**src/rtl/core_pkg.sv**
```systemverilog
// Shared types and encodings for the RV32I core pipeline: MEM/WB FSM states,
// writeback-source selects and load funct3 codes.
package core_pkg;

  typedef enum logic [0:0] {
    IDLE     = 1'b0,
    WAIT_MEM = 1'b1
  } mws_state_e;

  localparam logic [1:0] RESULT_SRC_ALU = 2'b00;
  localparam logic [1:0] RESULT_SRC_MEM = 2'b01;
  localparam logic [1:0] RESULT_SRC_PC4 = 2'b10;

  localparam logic [2:0] F3_LB  = 3'b000;
  localparam logic [2:0] F3_LH  = 3'b001;
  localparam logic [2:0] F3_LW  = 3'b010;
  localparam logic [2:0] F3_LBU = 3'b100;
  localparam logic [2:0] F3_LHU = 3'b101;

endpackage

```
**src/rtl/mem_wb_stage_load_extend.sv**
```systemverilog
// Sub-word load alignment and sign/zero extension. Instantiated by mem_wb_stage
// only when MEM_WB_LOAD_EXT_EN is defined.
module load_extend
  import core_pkg::*;
#(
  parameter int XLEN = 32
) (
  input  logic [XLEN-1:0] rdata,
  input  logic [1:0]      addr,
  input  logic [2:0]      funct3,
  output logic [XLEN-1:0] ext
);

  logic [7:0]  byte_sel;
  logic [15:0] half_sel;

  // NOTE: every always_comb output gets a default first so no path infers a latch.
  always_comb begin
    byte_sel = rdata[7:0];
    half_sel = addr[1] ? rdata[31:16] : rdata[15:0];
    case (addr)
      2'd1:    byte_sel = rdata[15:8];
      2'd2:    byte_sel = rdata[23:16];
      2'd3:    byte_sel = rdata[31:24];
      default: byte_sel = rdata[7:0];
    endcase

    ext = rdata;
    case (funct3)
      F3_LB:   ext = {{(XLEN-8){byte_sel[7]}}, byte_sel};
      F3_LH:   ext = {{(XLEN-16){half_sel[15]}}, half_sel};
      F3_LBU:  ext = {{(XLEN-8){1'b0}}, byte_sel};
      F3_LHU:  ext = {{(XLEN-16){1'b0}}, half_sel};
      default: ext = rdata;
    endcase
  end

endmodule

```
**src/rtl/mem_wb_stage.sv**
```systemverilog
// MEM->WB pipeline register with variable-latency load wait, timeout watchdog
// and optional sub-word load extension (enable with MEM_WB_LOAD_EXT_EN).
module mem_wb_stage
  import core_pkg::*;
#(
  parameter int TIMEOUT_CYCLES = 16,
  parameter int XLEN           = 32
) (
  input  logic            clk,
  input  logic            rst_n,
  input  logic            ValidM,
  input  logic            RegWriteM,
  input  logic [1:0]      ResultSrcM,
  input  logic            MemReadM,
  input  logic [2:0]      Funct3M,
  input  logic [XLEN-1:0] ALUResultM,
  input  logic [XLEN-1:0] PC_PlusM,
  input  logic [4:0]      RdM,
  input  logic            mem_rvalid,
  input  logic [XLEN-1:0] mem_rdata,
  output logic            StallM,
  output logic            ValidW,
  output logic            RegWriteW,
  output logic [1:0]      ResultSrcW,
  output logic [XLEN-1:0] ALUResultW,
  output logic [XLEN-1:0] ReadDataW,
  output logic [XLEN-1:0] PC_PlusW,
  output logic [4:0]      RdW,
  output logic            mem_err
);

  localparam int CW = $clog2(TIMEOUT_CYCLES + 1);

  mws_state_e      state, state_nxt;
  logic [CW-1:0]   count, count_nxt;
  logic            capture;
  logic            timeout_hit;
  logic [XLEN-1:0] load_data;

`ifdef MEM_WB_LOAD_EXT_EN
  load_extend #(.XLEN(XLEN)) u_load_extend (
    .rdata  (mem_rdata),
    .addr   (ALUResultM[1:0]),
    .funct3 (Funct3M),
    .ext    (load_data)
  );
`else
  logic unused_funct3;
  assign unused_funct3 = ^Funct3M;
  assign load_data     = mem_rdata;
`endif

  always_comb begin
    state_nxt   = state;
    count_nxt   = count;
    StallM      = 1'b0;
    capture     = 1'b0;
    timeout_hit = 1'b0;
    case (state)
      IDLE: begin
        if (ValidM && MemReadM && !mem_rvalid) begin
          StallM    = 1'b1;
          count_nxt = CW'(1);
          state_nxt = WAIT_MEM;
        end else begin
          capture = 1'b1;
        end
      end
      WAIT_MEM: begin
        if (mem_rvalid) begin
          capture   = 1'b1;
          count_nxt = '0;
          state_nxt = IDLE;
        end else if (count == CW'(TIMEOUT_CYCLES)) begin
          // Forced completion: the load retires with zero data and an error flag.
          capture     = 1'b1;
          timeout_hit = 1'b1;
          count_nxt   = '0;
          state_nxt   = IDLE;
        end else begin
          StallM    = 1'b1;
          count_nxt = count + CW'(1);
        end
      end
      default: state_nxt = IDLE;
    endcase
  end

  // NOTE: sequential state uses non-blocking assignments so every register samples pre-edge values.
  always_ff @(posedge clk) begin
    if (!rst_n) begin
      state      <= IDLE;
      count      <= '0;
      ValidW     <= 1'b0;
      RegWriteW  <= 1'b0;
      ResultSrcW <= '0;
      ALUResultW <= '0;
      ReadDataW  <= '0;
      PC_PlusW   <= '0;
      RdW        <= '0;
      mem_err    <= 1'b0;
    end else begin
      state   <= state_nxt;
      count   <= count_nxt;
      mem_err <= timeout_hit;
      if (capture) begin
        ValidW     <= ValidM;
        RegWriteW  <= ValidM && RegWriteM && (RdM != 5'd0);
        ResultSrcW <= ResultSrcM;
        ALUResultW <= ALUResultM;
        ReadDataW  <= timeout_hit ? '0 : load_data;
        PC_PlusW   <= PC_PlusM;
        RdW        <= RdM;
      end else begin
        // Stalled on an outstanding load: present a bubble to writeback.
        ValidW    <= 1'b0;
        RegWriteW <= 1'b0;
      end
    end
  end

endmodule

```
**config.mk**
```make
export PLATFORM = sky130hd
export DESIGN_NAME = mem_wb_stage
export DESIGN_NICKNAME = d
export VERILOG_FILES = /design/src/rtl/core_pkg.sv /design/src/rtl/mem_wb_stage_load_extend.sv /design/src/rtl/mem_wb_stage.sv
export SDC_FILE = /design/constraint.sdc
export NUM_CORES = 1
export LEC_CHECK = 0
export BUFFER_PORTS_ARGS = -buffer_cell sky130_fd_sc_hd__buf_2
export CORE_AREA = 2 2 106 108
export CTS_BUF_LIST = sky130_fd_sc_hd__clkbuf_16
export DETAILED_ROUTE_END_ITERATION = 6
export DIE_AREA = 0 0 108 110
export GPL_ROUTABILITY_DRIVEN = 0
export PLACE_DENSITY = 0.75
export SLEW_MARGIN = 10
export SYNTH_ARGS = -nofsm -noshare
export SYNTH_HDL_FRONTEND = slang
export SYNTH_SLANG_ARGS = --single-unit
```
**constraint.sdc**
```tcl
create_clock -name clk -period 1.7 [get_ports clk]
set_input_delay 0 -clock clk [delete_from_list [all_inputs] [get_ports clk]]
set_output_delay 0 -clock clk [all_outputs]
set_load 0.01 [all_outputs]
```
Word-level counts from Yosys, hierarchy flattened. Cells that the tools add are included.

Output and inout port bits: 107. Word-level logic and storage cells: 36. Flip-flop bits (word level): 112. Bits of input ports: 112.

Muxes and demuxes: 15. Eq/ne operators: 2. Bitwise operators: 1. Reduce and logical (&&, ||, !) cells: 7. Add/subtract/negate cells: 1.

Operator list (count): $mux W32 (1); $mux W5 (3); $pmux W5 S2 (1); $mux W1 (8); $add A5 B1 Y5 const B (1); $eq A5 B5 Y1 const B (1); $reduce_bool A5 Y1 (1); $logic_and A1 B1 Y1 (4); $pmux W1 S2 (2); $ne A2 B2 Y1 const B (1); $reduce_and A2 Y1 (1); $logic_not A1 Y1 (1); $not A1 Y1 (1).

Longest topological paths before layout. Gate-level depths: netlist (run 1).

Depth in word-level cells: 5. Depth in mapped cells: 8.

Worst setup path after synthesis (run 1). OpenSTA, ideal clock, no wires.

Path type: register to register. Start point: register count[0]. End point: register ReadDataW[24]. Setup slack: 0.085 ns. Data required time: 1.639 ns. Setup time: 0.061 ns. Data arrival time: 1.554 ns. Path buffers: 2. Stages on the path, launching flop included: 9. Cells stage by stage: dfxtp_1 -> inv_1 -> ha_1 -> and4bb_1 -> o22a_2 -> buf_8 -> inv_6 -> buf_6 -> a32o_1.

Cells in the longest elaborated chain, start to end: 5. Elaborated cells on any way between the ends: 7. Those cells by class: 1 x eq/ne; 6 x mux.

Ends and longest elaborated chain: from (decl) (RTL line mem_wb_stage.sv:35) `logic [CW-1:0] count, count_nxt;`; from (signal assigned) (RTL line mem_wb_stage.sv:104) `count <= count_nxt;`; $eq A5 B5 Y1 * (RTL line mem_wb_stage.sv:74) `end else if (count == CW'(TIMEOUT_CYCLES)) begin`; $mux W1 * (RTL line mem_wb_stage.sv:74); $mux W1 (RTL line mem_wb_stage.sv:70) `if (mem_rvalid) begin`; $mux W1 (RTL line mem_wb_stage.sv:59) `case (state)`; $mux W32 (RTL line mem_wb_stage.sv:111) `ReadDataW <= timeout_hit ? '0 : load_data;`; to (signal assigned) (RTL line mem_wb_stage.sv:111); to (decl) (RTL line mem_wb_stage.sv:26) `output logic [XLEN-1:0] ReadDataW,`.

Every way passes the cells marked *; elsewhere a longest branch is shown, timed or not. A chain may end at the register's enable or synchronous reset.

Worst setup path in the final report (run 1).
Start point: register count[1]. End point: register ReadDataW[5].

Same word-level chain as after synthesis.

==> flow_summary.json, run 1 <==
{
  "dr_total_vias": 4397,
  "finalSetupViolations": 12,
  "fin_skew_ns": 0.00804,
  "synth_top_area_share_pct": 52.4,
  "fin_crit_sh_pct": 103,
  "final_layout_size_suffix_gt1_share_pct": 34.4,
  "crit_buf_inv": 4,
  "netlist_instances": 429,
  "maxCapViolCount": 0,
  "status": "complete, but fails checks",
  "yosysTopAreaCell": "dfxtp_1",
  "irDropWorstVdd_mv": 0.490,
  "setup_ws_ns": -0.0492,
  "p_total_mw": 6.09,
  "viasPerCell": 4.93,
  "ys_ff_latch": 112,
  "track_usage_pct": 21.3,
  "final_common_cell": "buf_2",
  "wl_per_cell_um": 16.3,
  "fin_tns_setup_ns": -0.282,
  "die_h_um": 110,
  "start_kind": "flop",
  "rsz0062_at_grt": "yes",
  "ant_nets": 0,
  "synth.distinct_cells": 32,
  "clock_path_buffers": 2,
  "fin_crit_ns": 1.75,
  "clock-root-buffer": "clkbuf_16",
  "h-tree-depth": 3,
  "synth_area_leaders": "dfxtp_1 (52%), mux2i_1 (17%), nand2_1 (13%)",
  "ios": 219,
  "worstPathRequired_ns": 1.94,
  "worst_slew_pin_slew_ns": 0.356,
  "cp_top_family": "compound AO/OA/AOI/OAI gates",
  "nFillCells": 802,
  "synth_warnings": 0,
  "grt-ovfl-total": 0,
  "cts_num_sinks": 112,
  "yosysSeqAreaShare_pct": 52.4,
  "cts_buffers": 9,
  "cts_tree": "built",
  "placementRows": 38,
  "grt_max_degree": 92,
  "place_area_sq_um": 5430,
  "async_reset_ff_share_pct": 0,
  "grt_first_pass_wirelength_mm": 20.0,
  "synth_fp_nets": 543,
  "drt_iter0_drc": 241,
  "ys.flop_type": "dfxtp_1",
  "drc": 0,
  "area_delta_synth_final_pct": 64.6,
  "antenna_found_initial": 1,
  "finalNonFillerCells": 892,
  "hold_viol": 0,
  "dpl.hpwl_mm": 7.66,
  "die-area_sq_um": 11900,
  "hp-class": "primary input to flop",
  "drv_slew": 0,
  "place_ws_ns": 0.0603,
  "slowest_delay_ns": 0.36,
  "slowest_stage": "dfxtp_4",
  "cp_data_arrival_time_ns": 1.99,
  "initial_core_util_pct": 40.0,
  "synth_edf_count": 0,
  "nets": 860,
  "mappedNetlistArea_sq_um": 4280,
  "die_x_um": 108,
  "finalInstanceArea_sq_um": 7040,
  "max_freq_mhz": 572,
  "power.density_nw_per_um2": 865,
  "crit_fanout": 13,
  "worstSkewPairLatency_ns": 0.35,
  "end_kind": "flop",
  "worst-setup-path-type": "flop to flop",
  "slew-limit-headroom_pct": 76.3,
  "coreArea_sq_um": 10700,
  "mostFrequentLayoutCells": "buf_2 (213), nand2_1 (145), dfxtp_1 (110), dlygate4sd3_1 (105), mux2i_1 (70)",
  "routed_wl_mm": 14.5,
  "place_inst": 757,
  "syn_avg_cell_area_sq_um": 9.97,
  "clk_pin_slew_ns": 0.07,
  "path_cells": "inv_2 > ha_4 > and4bb_1 > o22a_4 > buf_12 > inv_12 > buf_8 > a32o_2",
  "dr.pass1.iters": 4,
  "failed_checks": "setup timing",
  "p_leak_nw": 3.66,
  "port_buffers": 215,
  "grt_pass1_vias": 4396
}
==> cells in the mapped netlist, types with 2 or more instances <==
master      n
a32o_1     32
buf_6      10
clkbuf_1   23
dfxtp_1   112
ha_1        2
inv_1       4
mux2i_1    71
nand2_1   145
nand3_1     3
nand3b_1    2
nor2_1      3
nor3_1      2
==> metrics by stage <==
step	util, %	hold slack (ns)
global route	65.8	-0.00212
floorplan	-	0.126
CTS	63.5	0.00556
global placement	50.7	0.210
finish	65.8	0.00138
detailed placement	50.7	0.215
==> layout make-up <==
| class | instances | area [sq um] | area share (%) |
|---|---|---|---|
| Multi-Input combinational cell | 278 | 1820 | 25.9 |
| Clock buffer | 9 | 225 | 3.20 |
| Tap cell | 140 | 175 | 2.49 |
| Timing Repair Buffer | 339 | 2460 | 34.9 |
| Timing Repair inverter | 1 | 16.3 | 0.231 |
| Antenna cell | 1 | 2.50 | 0.0355 |
| Inverter | 5 | 31.3 | 0.444 |
| Clock inverter | 7 | 63.8 | 0.907 |
| Sequential cell | 112 | 2250 | 31.9 |
==> layer usage <==
| layer | up-vias | GRT usage [%] | part of all wire, % |
|---|---|---|---|
| met5 | - | 0 | 0 |
| met1 | 2075 | 22.1 | 37 |
| li1 | 2116 | - | - |
| met3 | 42 | 4.12 | 4.7 |
| met4 | 0 | 11.4 | 3.9 |
| met2 | 164 | 40.4 | 54 |
==> path summary, 6_finish.rpt <==
kind | cells past startpoint | endpoint | startpoint | slack [ns]
worst max-delay path | 8 | ReadDataW[5]$_SDFFE_PN0P_ | count[1]$_SDFFE_PN0P_ | -0.05
worst min-delay path | 2 | count[0]$_SDFFE_PN0P_ | rst_n | 0.001
worst max register to register | 8 | ReadDataW[5]$_SDFFE_PN0P_ | count[1]$_SDFFE_PN0P_ | -0.05
worst min register to register | 2 | PC_PlusW[12]$_SDFFE_PN0P_ | PC_PlusW[12]$_SDFFE_PN0P_ | 0.46
==> what timing repair did <==
item                       CTS  global route
buffers inserted             2             5
hold endpoints to repair   105             0
hold buffers               105             0
resized for setup            3            17
setup endpoints to repair    1            48
gates cloned                 1             5
pin swaps                    1            19
==> logic make-up (layout without fill, tap and decap cells) <==
logic type / after synthesis / in the layout / synth area share [%]
other: 0 / 1 / 0
adders and majority gates: 2 / 2 / 0.585
buffers and inverters: 39 / 361 / 5.56
AOI/OAI and AO/OA: 44 / 44 / 9.80
muxes: 71 / 71 / 16.6
and+or+nand+nor: 161 / 161 / 15.0
DFF: 112 / 112 / 52.4
==> worst reg2reg max path, stage by stage (launching register included) <==
cell and delay (ns):
dfxtp_4 0.36, inv_2 0.07, ha_4 0.12, and4bb_1 0.24, o22a_4 0.26, buf_12 0.14
inv_12 0.03, buf_8 0.14, a32o_2 0.28
==> where the power goes <==
group	internal [mW]	total, mW	switching [mW]
registers	2.80	2.89	0.0944
logic	0.597	1.12	0.521
clock network	1.13	2.08	0.947
==> registers in the layout, indices dropped and copies added, names as in the netlist, 2 cells and up <==
name	flops
ALUResultW	32
PC_PlusW	32
RdW	5
ReadDataW	32
ResultSrcW	2
count	5
No activity file was read; power rests on OpenSTA's default activity.
==> run 2: changes to the inputs <==
--- a/config.mk
+++ b/config.mk
@@ -6,13 +6,12 @@
 export NUM_CORES = 1
 export LEC_CHECK = 0
 export BUFFER_PORTS_ARGS = -buffer_cell sky130_fd_sc_hd__buf_2
-export CORE_AREA = 2 2 106 108
+export CORE_AREA = 5 5 109 111
 export CTS_BUF_LIST = sky130_fd_sc_hd__clkbuf_16
 export DETAILED_ROUTE_END_ITERATION = 6
-export DIE_AREA = 0 0 108 110
+export DIE_AREA = 0 0 114 116
 export GPL_ROUTABILITY_DRIVEN = 0
 export PLACE_DENSITY = 0.75
-export SLEW_MARGIN = 10
 export SYNTH_ARGS = -nofsm -noshare
 export SYNTH_HDL_FRONTEND = slang
 export SYNTH_SLANG_ARGS = --single-unit
==> run 2 against run 1 <==
The run now ends clean. Utilization shrank 0.70 points. Clock power about the same. Clock-buffer cell count unchanged. Maximum frequency grew 4.2%. Cell count fell by 0.45%. Die area increased by 11%. Critical path depth fell by 1. First-iteration DRC count is 61% higher. Non-clock buffer count decreased by 2. Worst setup slack improved by 0.071 ns. Global-route usage shrank 0.81 points. Largest power group unchanged.
==> flow_summary.json, run 2 (synthesized netlist as in run 1, its figures left out) <==
{
  "status": "complete, no violations",
  "reg.largest.list": "ALUResultW: 32 flops, PC_PlusW: 32 flops, ReadDataW: 32 flops",
  "final_common_cell": "buf_2",
  "routed_wl_mm": 14.7,
  "fin_crit_sh_pct": 98.7,
  "cp_data_arrival_time_ns": 1.68,
  "clk_pin_slew_ns": 0.07,
  "dr_total_vias": 4390,
  "ios": 219,
  "place_inst": 756,
  "cts_buffers": 9,
  "diodes": 0,
  "fin_crit_ns": 1.68,
  "grt-ovfl-total": 0,
  "placementRows": 38,
  "ant_nets": 0,
  "drc": 0,
  "h-tree-depth": 3,
  "maxCapViolCount": 0,
  "grt_pass1_vias": 4575,
  "p_seq_share_pct": 47.8,
  "p_clk_share_pct": 34.0,
  "track_usage_pct": 20.5,
  "crit_buf_inv": 4,
  "dr.pass1.iters": 5,
  "utilization_pct": 65.1,
  "die_h_um": 116,
  "crit_fanout": 5,
  "finalNonFillerCells": 888,
  "viasPerCell": 4.94,
  "start_kind": "flop",
  "irDropWorstVdd_mv": 0.496,
  "worstPathRequired_ns": 1.70,
  "power.density_nw_per_um2": 869,
  "initial_core_util_pct": 40.0,
  "grt_max_degree": 94,
  "dpl.hpwl_mm": 8.40,
  "p_comb_share_pct": 18.1,
  "fin_skew_ns": 0.00564,
  "max_freq_mhz": 596,
  "area_delta_synth_final_pct": 62.9,
  "drv_slew": 0,
  "slew-limit-headroom_pct": 76.2,
  "die_x_um": 114,
  "end_kind": "primary output",
  "switching_share_pct": 25.5,
  "place_ws_ns": 0.0144,
  "path_cells": "inv_2 > ha_4 > and4bb_2 > o22a_4 > buf_12 > inv_12 > buf_6",
  "hp-class": "primary input to flop",
  "finalSetupViolations": 0,
  "worst_slew_pin_slew_ns": 0.357,
  "p_switching_mw": 1.54,
  "port_buffers": 215,
  "slowest_stage": "dfxtp_2",
  "worst-setup-path-type": "flop to primary output",
  "nets": 858,
  "clock_path_buffers": 2,
  "rsz0062_at_grt": "yes",
  "p_leak_nw": 3.62,
  "cp_top_family": "buffers and inverters",
  "final_layout_size_suffix_gt1_share_pct": 34.9,
  "worstSkewPairLatency_ns": 0.34,
  "die-area_sq_um": 13200,
  "mostFrequentLayoutCells": "buf_2 (213), nand2_1 (145), dfxtp_1 (110), dlygate4sd3_1 (105), mux2i_1 (69)",
  "clock-root-buffer": "clkbuf_16",
  "wl_per_cell_um": 16.5,
  "slowest_delay_ns": 0.33,
  "antenna_found_initial": 0,
  "cts_tree": "built",
  "p_int_mw": 4.51,
  "coreArea_sq_um": 10700,
  "setup_ws_ns": 0.0218,
  "hold_viol": 0,
  "grt_first_pass_wirelength_mm": 21.7,
  "cts_num_sinks": 112,
  "drt_iter0_drc": 389
}
## run 2: cell count changes in the layout (fill, tap and decap cells not counted), moves of 2 or more
| cell | previous run | this run |
|---|---|---|
| a32o_1 | 31 | 29 |
| clkbuf_16 | 13 | 11 |
| a32o_2 | 1 | 3 |
| buf_4 | 6 | 9 |
## run 2: repair_timing
action / CTS / global route
setup buffers: 4 / 5
endpoints found under the hold margin: 105 / 0
endpoints found under the setup margin: 5 / 96
hold buffers: 105 / 0
gates cloned: 1 / 2
resized for setup: 5 / 17
pin swaps: 1 / 9
## run 2: final timing paths
check | start | end | slack, ns | cells after the start
worst max-delay path | count[1]$_SDFFE_PN0P_ | StallM | 0.02 | 7
worst min register to register | PC_PlusW[28]$_SDFFE_PN0P_ | PC_PlusW[28]$_SDFFE_PN0P_ | 0.46 | 2
worst max register to register | count[1]$_SDFFE_PN0P_ | ALUResultW[9]$_SDFFE_PN0P_ | 0.03 | 7
worst min-delay path | rst_n | count[0]$_SDFFE_PN0P_ | 0.07 | 2
## run 2: routing by layer
layer	global-route usage, %	up-vias	part of all wire, %
li1	-	2101	-
met1	20.7	2070	37
met2	39.0	170	54
met3	3.76	49	5.5
met4	12.0	0	3.7
met5	0	-	0
## run 2: stage by stage
step / hold WS, ns / area, sq um / TNS [ns] / total power, mW
floorplan: 0.126 / 4280 / 0 / 3.39
global placement: 0.210 / 5420 / 0 / 3.73
detailed placement: 0.215 / 5420 / 0 / 3.77
CTS: 0.0568 / 6810 / 0 / 6.03
global route: 0.0687 / 6960 / -0.132 / 6.31
finish: 0.0691 / 6960 / 0 / 6.05
## run 2: layout make-up
| type | instances | area, sq um |
|---|---|---|
| repair buffers | 337 | 2380 |
| clock inverters | 6 | 61.3 |
| repair inverters | 1 | 16.3 |
| multi-input cells | 278 | 1830 |
| inverters | 5 | 31.3 |
| well taps | 140 | 175 |
| clock buffers | 9 | 225 |
| fillers | 804 | 3730 |
| flip-flops and latches | 112 | 2240 |
## run 2: power by group through the flow
stage	Combinational, mW	Sequential [mW]	Clock (mW)
after floorplan	0.367	3.03	0
after global placement	0.797	2.93	0
after detailed placement	0.823	2.94	0
after CTS	1.03	2.89	2.12
after global routing	1.18	2.91	2.22
final	1.10	2.89	2.06
